<file path="src/rtl/ux607_pwmcap_pkg.sv">
// Shared definitions for the PWM capture engine: cfg register bit
// positions and the FSM state encoding.
package ux607_pwmcap_pkg;

    localparam int SCALE_LSB = 0;
    localparam int EN_BIT    = 8;
    localparam int ARM1_BIT  = 9;
    localparam int POL_BIT   = 12;
    localparam int CAP_BIT   = 28;
    localparam int OVF_BIT   = 29;

    typedef enum logic [1:0] {
        IDLE  = 2'd0,
        WAIT1 = 2'd1,
        MEAS  = 2'd2
    } state_t;

endpackage

</file>
<file path="src/rtl/ux607_pwmcap_infilt.sv">
// Input conditioning for the capture engine: synchronizer, polarity
// inversion, optional glitch filter (PWMCAP_FILTER_EN) and edge detect.
module ux607_pwmcap_infilt #(
    parameter int SYNC_STAGES = 2,
    parameter int FILTER_LEN  = 4
) (
    input  logic clock,
    input  logic reset,
    input  logic pin,
    input  logic pol,
    output logic level,
    output logic rise,
    output logic fall
);

    if (SYNC_STAGES < 2 || FILTER_LEN < 1) begin : g_param_check
        $error("ux607_pwmcap_infilt: need SYNC_STAGES >= 2 and FILTER_LEN >= 1");
    end

    logic [SYNC_STAGES-1:0] sync;
    logic                   pin_s;
    logic                   prev;

    // Metastability synchronizer chain for the asynchronous pin.
    always_ff @(posedge clock or posedge reset) begin
        if (reset) sync <= '0;
        else       sync <= {sync[SYNC_STAGES-2:0], pin};
    end

    assign pin_s = sync[SYNC_STAGES-1] ^ pol;

`ifdef PWMCAP_FILTER_EN
    localparam int FW = $clog2(FILTER_LEN + 1);
    logic [FW-1:0] stable_cnt;
    logic          filt;

    // Filtered level follows pin_s only after FILTER_LEN consecutive differing cycles.
    always_ff @(posedge clock or posedge reset) begin
        if (reset) begin
            filt       <= 1'b0;
            stable_cnt <= '0;
        end else if (pin_s == filt) begin
            stable_cnt <= '0;
        end else if (stable_cnt == FW'(FILTER_LEN - 1)) begin
            filt       <= pin_s;
            stable_cnt <= '0;
        end else begin
            stable_cnt <= stable_cnt + 1'b1;
        end
    end

    assign level = filt;
`else
    assign level = pin_s;
`endif

    // One-flop history for edge detection.
    always_ff @(posedge clock or posedge reset) begin
        if (reset) prev <= 1'b0;
        else       prev <= level;
    end

    assign rise = level & ~prev;
    assign fall = ~level & prev;

endmodule

</file>
<file path="src/rtl/ux607_pwmcap_core.sv">
// PWM capture engine: measures high time and period of io_pin.
// Optional glitch filter enabled with macro PWMCAP_FILTER_EN.
module ux607_pwmcap_core
    import ux607_pwmcap_pkg::*;
#(
    parameter int CNT_W       = 24,
    parameter int CAP_W       = 16,
    parameter int SYNC_STAGES = 2,
    parameter int FILTER_LEN  = 4
) (
    input  logic        clock,
    input  logic        reset,
    input  logic        io_pin,
    input  logic        io_regs_cfg_write_valid,
    input  logic [31:0] io_regs_cfg_write_bits,
    output logic [31:0] io_regs_cfg_read,
    output logic [31:0] io_regs_count_read,
    output logic [31:0] io_regs_high_read,
    output logic [31:0] io_regs_period_read,
    output logic        io_ip_0,
    output logic        io_ip_1
);

    state_t           state, state_nxt;
    logic [3:0]       scale;
    logic             en, arm1, pol, cap, ovf;
    logic [CNT_W-1:0] raw, scaled;
    logic [CAP_W-1:0] sat, hi_lat, high, period;
    logic             level, rise, fall;
    logic             over, en_eff, capture, ovf_hit;
    logic             wr;
    logic [31:0]      wd;
    logic             unused_bits;

    assign wr = io_regs_cfg_write_valid;
    assign wd = io_regs_cfg_write_bits;
    assign unused_bits = ^{level, wd[31:30], wd[27:13], wd[11:10], wd[7:4]};

    ux607_pwmcap_infilt #(
        .SYNC_STAGES (SYNC_STAGES),
        .FILTER_LEN  (FILTER_LEN)
    ) u_infilt (
        .clock (clock),
        .reset (reset),
        .pin   (io_pin),
        .pol   (pol),
        .level (level),
        .rise  (rise),
        .fall  (fall)
    );

    // Prescale and saturation; a cfg write takes effect on enable at the same edge.
    always_comb begin
        scaled  = raw >> scale;
        over    = |scaled[CNT_W-1:CAP_W];
        sat     = over ? '1 : scaled[CAP_W-1:0];
        en_eff  = wr ? wd[EN_BIT] : en;
        capture = (state == MEAS) && rise;
        ovf_hit = (state == MEAS) && !rise && over;
    end

    // FSM state register.
    always_ff @(posedge clock or posedge reset) begin
        if (reset) state <= IDLE;
        else       state <= state_nxt;
    end

    // FSM next-state logic.
    always_comb begin
        state_nxt = state;
        case (state)
            IDLE:    if (en_eff) state_nxt = WAIT1;
            WAIT1:   if (!en_eff) state_nxt = IDLE;
                     else if (rise) state_nxt = MEAS;
            MEAS:    if (!en_eff) state_nxt = IDLE;
                     else if (capture && arm1) state_nxt = IDLE;
                     else if (ovf_hit) state_nxt = WAIT1;
            default: state_nxt = IDLE;
        endcase
    end

    // Counter, capture registers and cfg; software writes beat hardware sets.
    always_ff @(posedge clock or posedge reset) begin
        if (reset) begin
            raw    <= '0;
            hi_lat <= '0;
            high   <= '0;
            period <= '0;
            scale  <= '0;
            en     <= 1'b0;
            arm1   <= 1'b0;
            pol    <= 1'b0;
            cap    <= 1'b0;
            ovf    <= 1'b0;
        end else begin
            if (state_nxt != MEAS)              raw <= '0;
            else if (state != MEAS || capture)  raw <= CNT_W'(1);
            else if (raw != '1)                 raw <= raw + 1'b1;

            if (state == MEAS && fall) hi_lat <= sat;
            if (capture) begin
                period <= sat;
                high   <= hi_lat;
            end

            if (wr) begin
                scale <= wd[SCALE_LSB +: 4];
                en    <= wd[EN_BIT];
                arm1  <= wd[ARM1_BIT];
                pol   <= wd[POL_BIT];
                cap   <= wd[CAP_BIT];
                ovf   <= wd[OVF_BIT];
            end else begin
                if (capture)         cap <= 1'b1;
                if (capture && arm1) en  <= 1'b0;
                if (ovf_hit)         ovf <= 1'b1;
            end
        end
    end

    // Register read mux.
    always_comb begin
        io_regs_cfg_read                    = '0;
        io_regs_cfg_read[SCALE_LSB +: 4]    = scale;
        io_regs_cfg_read[EN_BIT]            = en;
        io_regs_cfg_read[ARM1_BIT]          = arm1;
        io_regs_cfg_read[POL_BIT]           = pol;
        io_regs_cfg_read[CAP_BIT]           = cap;
        io_regs_cfg_read[OVF_BIT]           = ovf;
        io_regs_count_read                  = 32'(raw);
        io_regs_high_read                   = 32'(high);
        io_regs_period_read                 = 32'(period);
    end

    assign io_ip_0 = cap;
    assign io_ip_1 = ovf;

endmodule

</file>
<file path="config.mk">
export PLATFORM = sky130hd
export DESIGN_NAME = ux607_pwmcap_core
export DESIGN_NICKNAME = d
export VERILOG_FILES = /design/src/rtl/ux607_pwmcap_pkg.sv /design/src/rtl/ux607_pwmcap_infilt.sv /design/src/rtl/ux607_pwmcap_core.sv
export SDC_FILE = /design/constraint.sdc
export NUM_CORES = 1
export LEC_CHECK = 0
export BUFFER_PORTS_ARGS = -buffer_cell sky130_fd_sc_hd__clkbuf_2
export CORE_UTILIZATION = 40
export DETAILED_ROUTE_END_ITERATION = 10
export GPL_TIMING_DRIVEN = 0
export PLACE_DENSITY_LB_ADDON = 0.25
export SYNTH_ARGS = -nofsm -noshare
export SYNTH_HDL_FRONTEND = slang
export SYNTH_HIERARCHICAL = 1
export SYNTH_SLANG_ARGS = --single-unit
</file>
<file path="constraint.sdc">
create_clock -name clock -period 8.07 [get_ports clock]
set_input_delay 1.614 -clock clock [delete_from_list [all_inputs] [get_ports clock]]
set_output_delay 1.614 -clock clock [all_outputs]
set_load 0.01 [all_outputs]
</file>
==> flow_results.org <==
** Route
- In this run the remaining antenna-violating nets after routing total 0.
- The detailed router finished its first iteration with 196 violations.
- Mean routed wirelength per cell :: 14.8 um
- The pre-antenna-repair detailed-routing pass consisted of 7 iterations.
- Dividing the detail-routed via count by the number of cells gives 5.06.
- For this block, the routed nets add up to 12.9 mm of wire.
- For this run, design rule violations remaining after detail routing come to 0.
- Total number of vias :: about 4400

** Placement
- During placement, the flow inserted port buffers numbering slightly below 80.
- Routability cong. :: around 0.8
- The number of placed instances, taps included, is 851.
- Total half-perimeter wirelength after legalization and detailed placement :: 9.78 mm
- Timing analysis after detailed placement gives a worst setup slack of 4140 ps.

** Synth
- Yosys attributes the largest share of cell area to dfrtp_1, buf_4, mux2i_1.
- Synth Instances :: 538
- Fraction of synthesis flops using an asynchronous set or reset pin :: 1.00
- Count of distinct cell types in the synthesized netlist :: 56
- Cell accounting for the most synthesized area :: dfrtp_1
- Share of the synthesized area in the top cell type :: 0.408
- Post-synthesis sequential area ratio :: 0.408
- Average cell area after synthesis :: ~10 um2
- Total of flip-flops plus latches after synthesis :: 86
- Predominant post-synthesis flop cell :: dfrtp_1
- Number of warning messages in the yosys log :: 6
- Count of flip-flops with a built-in enable after synthesis :: 0
- Netlist area before placement :: 5280 um2

** Pwr
- For this design the static power due to leakage is 3.13 nW.
- Switching power of the nets :: 0.439 mW
- The share of total power dissipated in combinational logic is 0.258.
- Dividing total power by cell area gives a power density of 218 nW/um2.
- Internal power comes to 0.969 mW.
- Part of the total power dissipated in sequential elements :: 0.437
- Across the VDD grid, the largest voltage drop is between 0.0001 and 0.00015 V.
- Of the total power, the clock network draws 0.305.
- Of the total power, the share spent switching nets is 0.312.

** Worst setup path
- Crit path required time :: 8280 ps
- Number of logic stages on the critical path including buffering :: 7
- Across all register-to-register paths, the minimum setup slack is 5100 ps.
- In this design, the stage delay of the slowest critical-path cell is between 500 and 600 ps.
- Worst setup path startpoint :: io_regs_cfg_write_valid
- Category of the worst setup path launch point :: input pin
- For the worst flop-to-flop path, the logic depth is 7.
- Worst setup path end :: raw[1]$_DFFE_PP0P_
- Endpoint arrival time on the critical path :: 3760 ps
- The largest individual stage delay along the critical path comes from the cell a21oi_1.
- Capture instance of the worst register-to-register path :: period[1]$_DFFE_PP0P_
- Broken down by cell family, the worst path's largest delay share belongs to buffers and inverters.
- The critical path contains buffers and inverters numbering 2 combined.
- Cell chain of the critical path :: clkbuf_1 -> mux2i_1 -> nor2_1 -> o2111a_1 -> a21oi_1 -> clkbuf_1 -> nor2_1
- Startpoint of the worst register-to-register path :: scale[0]$_DFFE_PP0P_
- The critical path is of the in -> reg type.
- Max FO, Critical Path :: 10
- STA classifies the critical path endpoint as a flop.

** Timing
- The hold violation count in the final report came to 0.
- Setup repair after global routing missed its margin :: false
- Headroom to the max-slew limit came out at 0.315.
- Max Slew Vio Count :: 0
- Static timing analysis puts the maximum clock frequency at 282 MHz.
- Clock skew after layout :: 6.02 ps
- Of the available clock period, the critical path in the final layout requires 0.439.
- Setup violations remaining at the end of the flow were counted as 0.
- Post-Route Setup TNS :: 0 ps
- Crit path setup slack, layout :: 4530 ps
- Subtracting the final worst setup slack from the clock period gives between 3000 and 4000 ps.
- Actual transition at the worst max-transition pin :: 1020 ps

** CTS
- Post-CTS clock slew at the launch and capture registers of the worst setup and hold paths :: 70 ps
- CTS hold repair buffers :: 0
- The root buffer cell chosen for the clock tree is clkbuf_16.
- Clock tree sinks :: between 80 and 90
- Clock insertion delay at the later pin of the skew report :: 350 ps
- Cells resized by post-CTS repair :: 0
- The number of clock buffers added by TritonCTS is 9.
- Setup fix buffers added after clock tree synthesis :: 0
- TritonCTS built the clock tree.
- The H-tree was split into 3 levels.
- Max Buffers Root-to-Sink :: 2

** GRT
- Vias in the first global route :: 4029
- Number of antenna violations at the first check in global routing :: 0
- Entering global routing, the biggest net connects 56 pins.
- First-pass GRT wire length :: 20.5 mm
- Total overflow reported by the global router :: 0
- GRT Total Usage :: 0.197

** Die
- For this configuration, the core starts out at a cell density of 0.415.
- Die span in x :: about 120 um
- Height of the die :: 117 um
- The core region is between 10000 and 15000 um2.
- In this run the core area contains 41 standard-cell rows.
- The die covers approximately 14000 um2.
- I/O pin count :: between 150 and 200

** Run status
- The run finished with clean final reports.

** Layout
- Count of filler cells inserted in the layout :: 1211
- Area overhead of the layout relative to synthesis :: 22.3%
- Share of layout cells above drive strength 1 :: 0.311
- Number of standard cells in the layout, taps in and fillers out :: 867
- End-of-flow core utilization :: 0.507
- Total Nets Final :: 727
- N_diodes :: 0

** Min path
- The worst hold path belongs to the class reg -> reg.

** Run
- The tool flagged a number of max-cap violations equal to 0.
-- worst register-to-register path: stages, from the launching register on --
cell,delay (ps)
dfrtp_1,370
buf_2,210
inv_1,140
a2111oi_0,610
o31ai_1,250
nor3_1,730
buf_2,370
a221oi_1,140
-- power groups by stage --
stage	Combinational, mW	Clock [mW]	Sequential (mW)
6_report	0.363	0.430	0.614
5_1_grt	0.410	0.453	0.629
3_3_place_gp	0.352	0	0.619
3_5_place_dp	0.362	0	0.623
4_1_cts	0.365	0.439	0.616
2_1_floorplan	0.214	0	0.636
-- placed cells by master (no fill, tap or decap), drive strengths merged, types with 6 or more instances in the layout --
master  Yosys  routed
a211oi      8       8
a21oi      16      16
a221oi     31      31
a31oi       8       8
and2       12      12
buf        83      84
clkbuf     21     109
conb        1      63
dfrtp      86      86
inv         9      11
mux2       29      29
mux2i      37      37
nand2      31      31
nand3      10      10
nand4       7       7
nor2       66      66
nor3        6       6
o21ai       7       7
xnor2      16      16
-- worst min path at each step --
stage                          startpoint                         end  cells after the start
5_1_grt        u_infilt/sync[0]$_DFF_PP0_  u_infilt/sync[1]$_DFF_PP0_                      0
2_1_floorplan  u_infilt/sync[0]$_DFF_PP0_  u_infilt/sync[1]$_DFF_PP0_                      0
3_5_place_dp   u_infilt/sync[0]$_DFF_PP0_  u_infilt/sync[1]$_DFF_PP0_                      0
4_1_cts        u_infilt/sync[0]$_DFF_PP0_  u_infilt/sync[1]$_DFF_PP0_                      0
3_3_place_gp   u_infilt/sync[0]$_DFF_PP0_  u_infilt/sync[1]$_DFF_PP0_                      0
6_report       u_infilt/sync[0]$_DFF_PP0_  u_infilt/sync[1]$_DFF_PP0_                      0
-- kinds of logic (layout without fill, tap and decap cells) --
group,after synthesis,count (layout),synth area share
other cells,1,63,0.000711
simple gates,164,164,0.157
buf+inv,113,208,0.133
compound gates,84,84,0.118
mux,70,70,0.149
flops,86,86,0.408
fa+ha+maj,1,1,0.00237
xor+xnor,19,19,0.0315
-- sequential cells by signal, indices dropped and copies added (netlist names) --
signal         cells
period            16
en                 1
io_ip_1            1
state              2
high              16
io_ip_0            1
u_infilt/sync      2
u_infilt/prev      1
pol                1
raw               24
scale              4
hi_lat            16
arm1               1
-- cell usage after synthesis, drive strengths merged, types with 4 or more instances --
library cell and instances:
a31oi 8, a21oi 16, nand4 7, nand2 31, mux2 29, nor3 6
xnor2 16, nand3 10, buf 83, or4 4, nor2b 4, dfrtp 86
a221oi 31, clkbuf 21, mux4 4, o21ai 7, mux2i 37, and2 12
inv 9, a211oi 8, nor2 66, and3 5
-- stage by stage --
step                      cell area, um2  total power [mW]  hold slack [ps]
after floorplan                     5510             0.850              331
final                               6450              1.41              356
after global routing                6450              1.49              364
after global placement              6120             0.971              337
after CTS                           6450              1.42              359
after detailed placement            6150             0.985              344
-- cell type report --
cell class | count | area (um2) | area share
buffer | 104 | 671 | 0.104
sequential | 86 | 2150 | 0.333
tap | 172 | 215 | 0.0333
clock buffer | 10 | 239 | 0.0370
multi-input combinational | 401 | 2650 | 0.411
clock inverter | 6 | 68.8 | 0.0107
inverter | 9 | 36.3 | 0.00562
timing repair buffer | 79 | 418 | 0.0648
-- metal layers --
layer,track usage,share of wire,vias to the layer above
met5,0,0,-
met2,0.316,0.48,164
met4,0.0608,0.014,0
met3,0.0525,0.060,16
li1,-,-,2099
met1,0.260,0.45,2112
Note: power is estimated with default switching activity, not from simulation.
